[src/rtl/coremem_pkg.sv]
// Shared types for the core-to-SRAM bridge: response-pipe entry and response codes.
// No logic; latency and backpressure are defined by the modules that import it.
package coremem_pkg;

    typedef struct packed {
        logic valid;
        logic is_read;
        logic err;
    } resp_t;

    localparam resp_t RESP_RST    = '0;
    localparam logic  RESP_OKAY   = 1'b0;
    localparam logic  RESP_SLVERR = 1'b1;

endpackage

[src/rtl/coremem_resp_pipe.sv]
// DEPTH-stage shift register of response descriptors; latency DEPTH cycles.
// No backpressure: one entry in, one entry out per cycle; async reset empties it.
module coremem_resp_pipe
    import coremem_pkg::*;
#(
    parameter int DEPTH = 1
) (
    input  logic  clk_i,
    input  logic  rst_ni,
    input  resp_t in_dat,
    output resp_t out_dat
);

    resp_t stage_q [DEPTH];

    always_ff @(posedge clk_i or negedge rst_ni) begin
        if (!rst_ni) begin
            for (int i = 0; i < DEPTH; i++) begin
                stage_q[i] <= RESP_RST;
            end
        end else begin
            stage_q[0] <= in_dat;
            for (int i = 1; i < DEPTH; i++) begin
                stage_q[i] <= stage_q[i-1];
            end
        end
    end

    assign out_dat = stage_q[DEPTH-1];

endmodule

[src/rtl/coremem_pipe.sv]
// Core data port to synchronous SRAM bridge; responses exactly RD_LATENCY cycles after grant, in order.
// Grant is req & ~mem_busy_i in the same cycle; no wait states, responses are never stalled.
module coremem_pipe
    import coremem_pkg::*;
#(
    parameter int ADDR_WIDTH = 32,
    parameter int DATA_WIDTH = 32,
    parameter int MEM_WORDS  = 4096,
    parameter int RD_LATENCY = 1
) (
    input  logic                         clk_i,
    input  logic                         rst_ni,
    input  logic                         data_req_i,
    output logic                         data_gnt_o,
    input  logic                         data_we_i,
    input  logic [DATA_WIDTH/8-1:0]      data_be_i,
    input  logic [ADDR_WIDTH-1:0]        data_addr_i,
    input  logic [DATA_WIDTH-1:0]        data_wdata_i,
    output logic                         data_rvalid_o,
    output logic [DATA_WIDTH-1:0]        data_rdata_o,
    output logic                         data_err_o,
    input  logic                         mem_busy_i,
    output logic                         CE,
    output logic                         WE,
    output logic [$clog2(MEM_WORDS)-1:0] A,
    output logic [DATA_WIDTH/8-1:0]      BE,
    output logic [DATA_WIDTH-1:0]        D,
    input  logic [DATA_WIDTH-1:0]        Q
);

    localparam int BE_W  = DATA_WIDTH / 8;
    localparam int IDX_W = $clog2(MEM_WORDS);
    localparam int OFF_W = $clog2(BE_W);

    if (RD_LATENCY < 1 || RD_LATENCY > 4) begin : g_bad_latency
        $error("coremem_pipe: RD_LATENCY must be 1..4");
    end
    if (DATA_WIDTH < 8 || (DATA_WIDTH & (DATA_WIDTH - 1)) != 0) begin : g_bad_width
        $error("coremem_pipe: DATA_WIDTH must be a power of two >= 8");
    end

    logic [ADDR_WIDTH-1:0] word_idx;
    logic                  in_range;
    resp_t                 resp_in;
    resp_t                 resp_out;

    assign word_idx   = data_addr_i >> OFF_W;
    assign in_range   = (word_idx < ADDR_WIDTH'(MEM_WORDS));
    assign data_gnt_o = data_req_i & ~mem_busy_i;

    // Out-of-range requests are granted but never reach the macro.
    assign CE = data_gnt_o & in_range;
    assign WE = CE & data_we_i;
    assign A  = word_idx[IDX_W-1:0];
    assign BE = data_be_i & {BE_W{WE}};
    assign D  = data_wdata_i;

    always_comb begin
        resp_in = RESP_RST;
        if (data_gnt_o) begin
            resp_in.valid   = 1'b1;
            resp_in.is_read = ~data_we_i;
            resp_in.err     = in_range ? RESP_OKAY : RESP_SLVERR;
        end
    end

    coremem_resp_pipe #(
        .DEPTH (RD_LATENCY)
    ) u_resp_pipe (
        .clk_i   (clk_i),
        .rst_ni  (rst_ni),
        .in_dat  (resp_in),
        .out_dat (resp_out)
    );

    assign data_rvalid_o = resp_out.valid;
    assign data_err_o    = resp_out.err;
    assign data_rdata_o  = (resp_out.valid & resp_out.is_read & ~resp_out.err) ? Q : '0;

endmodule
[config.mk]
export PLATFORM = sky130hd
export DESIGN_NAME = coremem_pipe
export DESIGN_NICKNAME = d
export VERILOG_FILES = /design/src/rtl/coremem_pkg.sv /design/src/rtl/coremem_resp_pipe.sv /design/src/rtl/coremem_pipe.sv
export SDC_FILE = /design/constraint.sdc
export NUM_CORES = 1
export LEC_CHECK = 0
export BUFFER_PORTS_ARGS = -buffer_cell sky130_fd_sc_hd__buf_2
export CELL_PAD_IN_SITES_DETAIL_PLACEMENT = 2
export CELL_PAD_IN_SITES_GLOBAL_PLACEMENT = 2
export CORE_AREA = 2 2 83 101
export DETAILED_ROUTE_END_ITERATION = 6
export DIE_AREA = 0 0 85 103
export GPL_TIMING_DRIVEN = 0
export PLACE_DENSITY_LB_ADDON = 0.1
export SLEW_MARGIN = 15
export SYNTH_ARGS = -nofsm -noshare
export SYNTH_HDL_FRONTEND = slang
export SYNTH_SLANG_ARGS = --single-unit
[constraint.sdc]
create_clock -name clk_i -period 2.4 [get_ports clk_i]
set_input_delay 0.24 -clock clk_i [delete_from_list [all_inputs] [get_ports clk_i]]
set_output_delay 0.24 -clock clk_i [all_outputs]
set_load 0.02 [all_outputs]
* Word-level counts from Yosys, hierarchy flattened *
Index checks and enable logic that the tools add are counted.

storage, ports and cells
  output and inout port bits = 85
  word-level logic and storage cells = 16
  register bits = 3
  input bits = 105

operators by class
  bitwise operators = 9
  multiplexer cells = 3
  $lt $le $gt $ge = 1

operators with widths
  operator                                              number
  two-way mux 32 bit                                    1
  < comparator 30 x 13 -> 1 bit, second input constant  1
  bitwise AND 1 bit                                     5
  bitwise AND 4 bit                                     1
  two-way mux 3 bit                                     1
  inverter 1 bit                                        3
  two-way mux 1 bit                                     1

* Longest topological paths before layout *
  depth after elaboration = 5
  mapped depth = 4
  depth with buffers taken out = 4

* Cells and area by module *
A second synthesis with hierarchy kept.

second synthesis, totals
  cell total of the unflattened synthesis = 106
  area total of the unflattened synthesis = 754.5 um^2

by module, submodules not included
  module             area an instance (um^2)  cells each  instances
  coremem_pipe       679.4                    103         1
  coremem_resp_pipe  75.1                     3           1

* Worst setup path before layout *
No wires, ideal clock.

  kind = input-to-output
  start = input mem_busy_i
  end = output BE[0]
  slack = 0.941 ns
  arrival time = 1.219 ns
  path buffers = 0
  stages on the path = 4
  cells stage by stage = nand2b_1 inv_1 nand3_1 nor3_1

between the ends
  longest elaborated chain between the ends = 5

ends and longest elaborated chain
  what                  line                text
  from (decl)           coremem_pipe.sv:22  input logic mem_busy_i,
  inverter 1 bit        coremem_pipe.sv:49  assign data_gnt_o = data_req_i & ~mem_busy_i;
  bitwise AND 1 bit     coremem_pipe.sv:49
  named net data_gnt_o  coremem_pipe.sv:14  output logic data_gnt_o,
  bitwise AND 1 bit     coremem_pipe.sv:52  assign CE = data_gnt_o & in_range;
  bitwise AND 1 bit     coremem_pipe.sv:53  assign WE = CE & data_we_i;
  bitwise AND 4 bit     coremem_pipe.sv:55  assign BE = data_be_i & {BE_W{WE}};
  to (decl)             coremem_pipe.sv:26  output logic [DATA_WIDTH/8-1:0] BE,

The timed path passes the listed nets, and every way through them passes these cells.

* Worst setup path in the final report *
  start = register u_resp_pipe.stage_q, in the netlist u_resp_pipe.out_dat[0]
  end = output data_rdata_o[8]

between the ends
  longest elaborated chain between the ends = 3

ends and longest elaborated chain
  what                               line                     text
  from (decl)                        coremem_resp_pipe.sv:14  resp_t stage_q [DEPTH];
  from (signal, indexed assignment)  coremem_resp_pipe.sv:24  stage_q[i] <= stage_q[i-1];
  inverter 1 bit                     coremem_pipe.sv:78       assign data_rdata_o = (resp_out.valid & resp_out.is_read & ~resp_out.err) ? Q : '0;
  bitwise AND 1 bit                  coremem_pipe.sv:78
  two-way mux 32 bit                 coremem_pipe.sv:78
  to (decl)                          coremem_pipe.sv:20       output logic [DATA_WIDTH-1:0] data_rdata_o,

Every way passes these cells.

==> run summary <==
Global routing
• **maximum number of pins on one net before global-route repair** 11
• **Congestion Overflow GR** 0
• **global-route wire length before repair** 5499 um
• **number of global-route vias before repair** 1,181
• **Total Routing Usage GR** 7.745%
• **antenna violations before repair** 0

Clock tree
• **clock transition time at the flip-flop clock pins of the worst setup and hold paths** 0.03 ns
• **CTS max path bufs** 2
• **cts hold-fix bufs** 1
• **clock root cell** clkbuf_8
• **CTS H-tree depth** 1
• **post_cts resized** 0
• **Post-CTS Repair Setup Buffers** 0
• **clock tree from TritonCTS** yes
• **Num Clock Sinks** 3
• **CTS Buf Count** 3

Synth
• **cell accounting for the most synthesized area** buf_4
• **ys flop type** dfrtp_1
• **count of yosys warnings during synthesis** 0
• **post-synth net total** 211
• **cell types occupying the most area after synthesis** buf_4, and2_1, dfrtp_1, nor3_1, nor4_2
• **Netlist cell types** 14
• **number of instances in the synthesized netlist** 106
• **fraction of synthesis flops using an asynchronous set or reset pin** 100.0%
• **number of synthesized register bits** 3
• **fraction of the yosys area taken by sequential cells** 9.950%
• **Post-synth EDFFs** 0
• **synthesized cell area** 754.5 um^2
• **area share of the leading cell type in the synthesized netlist** 43.78%
• **top cell types by occurrence after synthesis** buf_4, and2_1, nor3_1
• **most frequent cell after synthesis** buf_4
• **Post-Synthesis Mean Instance Area** 7.118 um^2

Placed design
• **Detailed Place HPWL** 3843 um
• **Port Buffers** 143
• **placed insts** 344
• **RD Place Congestion** 0.6384
• **placement-stage worst setup slack** 0.8330 ns

Critical path
• **worst endpoint data arrival time** 1.50 ns
• **worst-path cell chain** nor2_1, clkbuf_1, and2_1, buf_2
• **Critical Path Sink Type** output port
• **startpoint-to-endpoint class of the critical path** reg -> out
• **Crit path largest cell delay** 0.36 ns
• **category of the worst setup path launch point** flop
• **worst endpoint required time** 2.16 ns
• **largest fanout on the critical path** 10
• **Max stage delay cell, worst path** dfrtp_1

Routing
• **routed vias/inst** 3.487
• **aggregate routed wire length** 4102 um
• **number of remaining DRC errors** 0
• **DRC marker count from the first detailed-route iteration** 20
• **router iterations before antenna repair** 4
• **count of vias placed by the detailed router** 1,217
• **antenna viol nets, final** 0
• **detailed-route wire length per cell** 11.75 um

Timing
• **worst path setup slack after routing** 0.6625 ns
• **Pins Over Slew Limit** 0
• **aggregate negative setup slack** 0 ns
• **maximum clock frequency** 575.6 MHz
• **transition at the pin with the smallest max-transition slack** 0.3232 ns
• **worst rel slew slack** 78.45%
• **setup repair after global routing missed its margin** false
• **final setup fails** 0
• **Final Cycle Share** 72.39%
• **Final min period** 1.737 ns
• **number of hold violations in the final report** 0

Cells and area
• **post-route insts no fill** 349
• **area added between synthesis and finish** 117.9%
• **number of antenna repair diodes** 0
• **share of post-route cells with drive strength above 1** 75.98%
• **final net count** 360
• **Filler cells** 979
• **max FFs per register** 3
• **utilization after layout** 20.86%

Pwr
• **static power due to leakage** 1.031 nW
• **total power density per cell area** 253.2 nW/um^2
• **Total Power Consumption** 0.4164 mW
• **worst vdd rail ir drop** 0.0001068 V

Floorplan
• **Core Footprint** 7883 um^2
• **starting utilization of the core area** 9.571%
• **number of cell rows** 36
• **die width** 85 um
• **number of ports placed on the die boundary** 190
• **height of the chip** 103 um
• **area of the die** 8755 um^2

Run status
• **outcome** complete, no violations

Worst hold path
• **min-delay worst type** in -> reg

Flow run
• **Maximum Capacitance Violations** 0

==> report_power, final <==
group / internal [mW] / switching [mW]
sequential: 0.0533 / 0.000853
combinational: 0.114 / 0.105
clock: 0.113 / 0.0297
total: 0.281 / 0.136
==> cells in the final DEF (no fill, tap or decap) <==
cell,netlist,routed
and2_1,32,32
buf_2,0,143
buf_4,44,44
clkbuf_1,3,4
clkbuf_8,0,3
dfrtp_1,3,3
dlygate4sd3_1,0,1
inv_1,1,1
nand2_1,3,3
nand2b_1,1,1
nand3_1,4,4
nand3_2,1,1
nor2_1,3,3
nor3_1,6,6
nor4_1,2,2
nor4_2,2,2
o21a_1,1,1
==> routing by layer <==
layer  global-route usage, %  wire length [um]  vias to the layer above
met2                   14.66              2256                       95
met1                   8.111              1290                      535
li1                        -                 -                      585
met3                   2.162               522                        2
met4                   2.930                34                        0
met5                       0                 0                        -
==> kinds of logic after synthesis <==
logic type	share of synthesized area [%]
AO/OA/AOI/OAI	0.9954
flip-flops	9.950
buffers and inverters	45.77
AND/OR/NAND/NOR	43.28
==> critical path: cells and delay by family, from the launching register on <==
kind,cells,cell delay [ns]
buffers and inverters,2,0.49
and+or+nand+nor,2,0.43
DFF,1,0.36
==> final timing paths <==
| kind | start | endpoint | slack [ns] | cells past startpoint |
|---|---|---|---|---|
| worst max-delay path | u_resp_pipe.out_dat[0] | data_rdata_o[8] | 0.66 | 4 |
| worst min-delay path | data_we_i | u_resp_pipe.out_dat[1] | 0.28 | 2 |
| max in group asynchronous | rst_ni | u_resp_pipe.out_dat[1] | 1.91 | 2 |
| min in group asynchronous | rst_ni | u_resp_pipe.out_dat[0] | 0.38 | 2 |
==> cell type report <==
type / count / area [um^2] / area share, %
clock buffer: 4 / 45.04 / 2.740
buffer: 47 / 341.6 / 20.78
sequential: 3 / 75.07 / 4.566
multi-input combinational: 55 / 334.1 / 20.32
timing repair buffer: 144 / 725.7 / 44.14
inverter: 1 / 3.754 / 0.2283
tap: 95 / 118.9 / 7.230
==> through the flow <==
step           instance area (um^2)  hold WS (ns)
5_1_grt                        1644        0.3004
2_1_floorplan                 754.5      -0.05559
3_5_place_dp                   1589       0.03896
4_1_cts                        1644        0.2856
3_3_place_gp                   1589       0.03714
6_report                       1644        0.2816
Power figures use the tool's default switching activity.
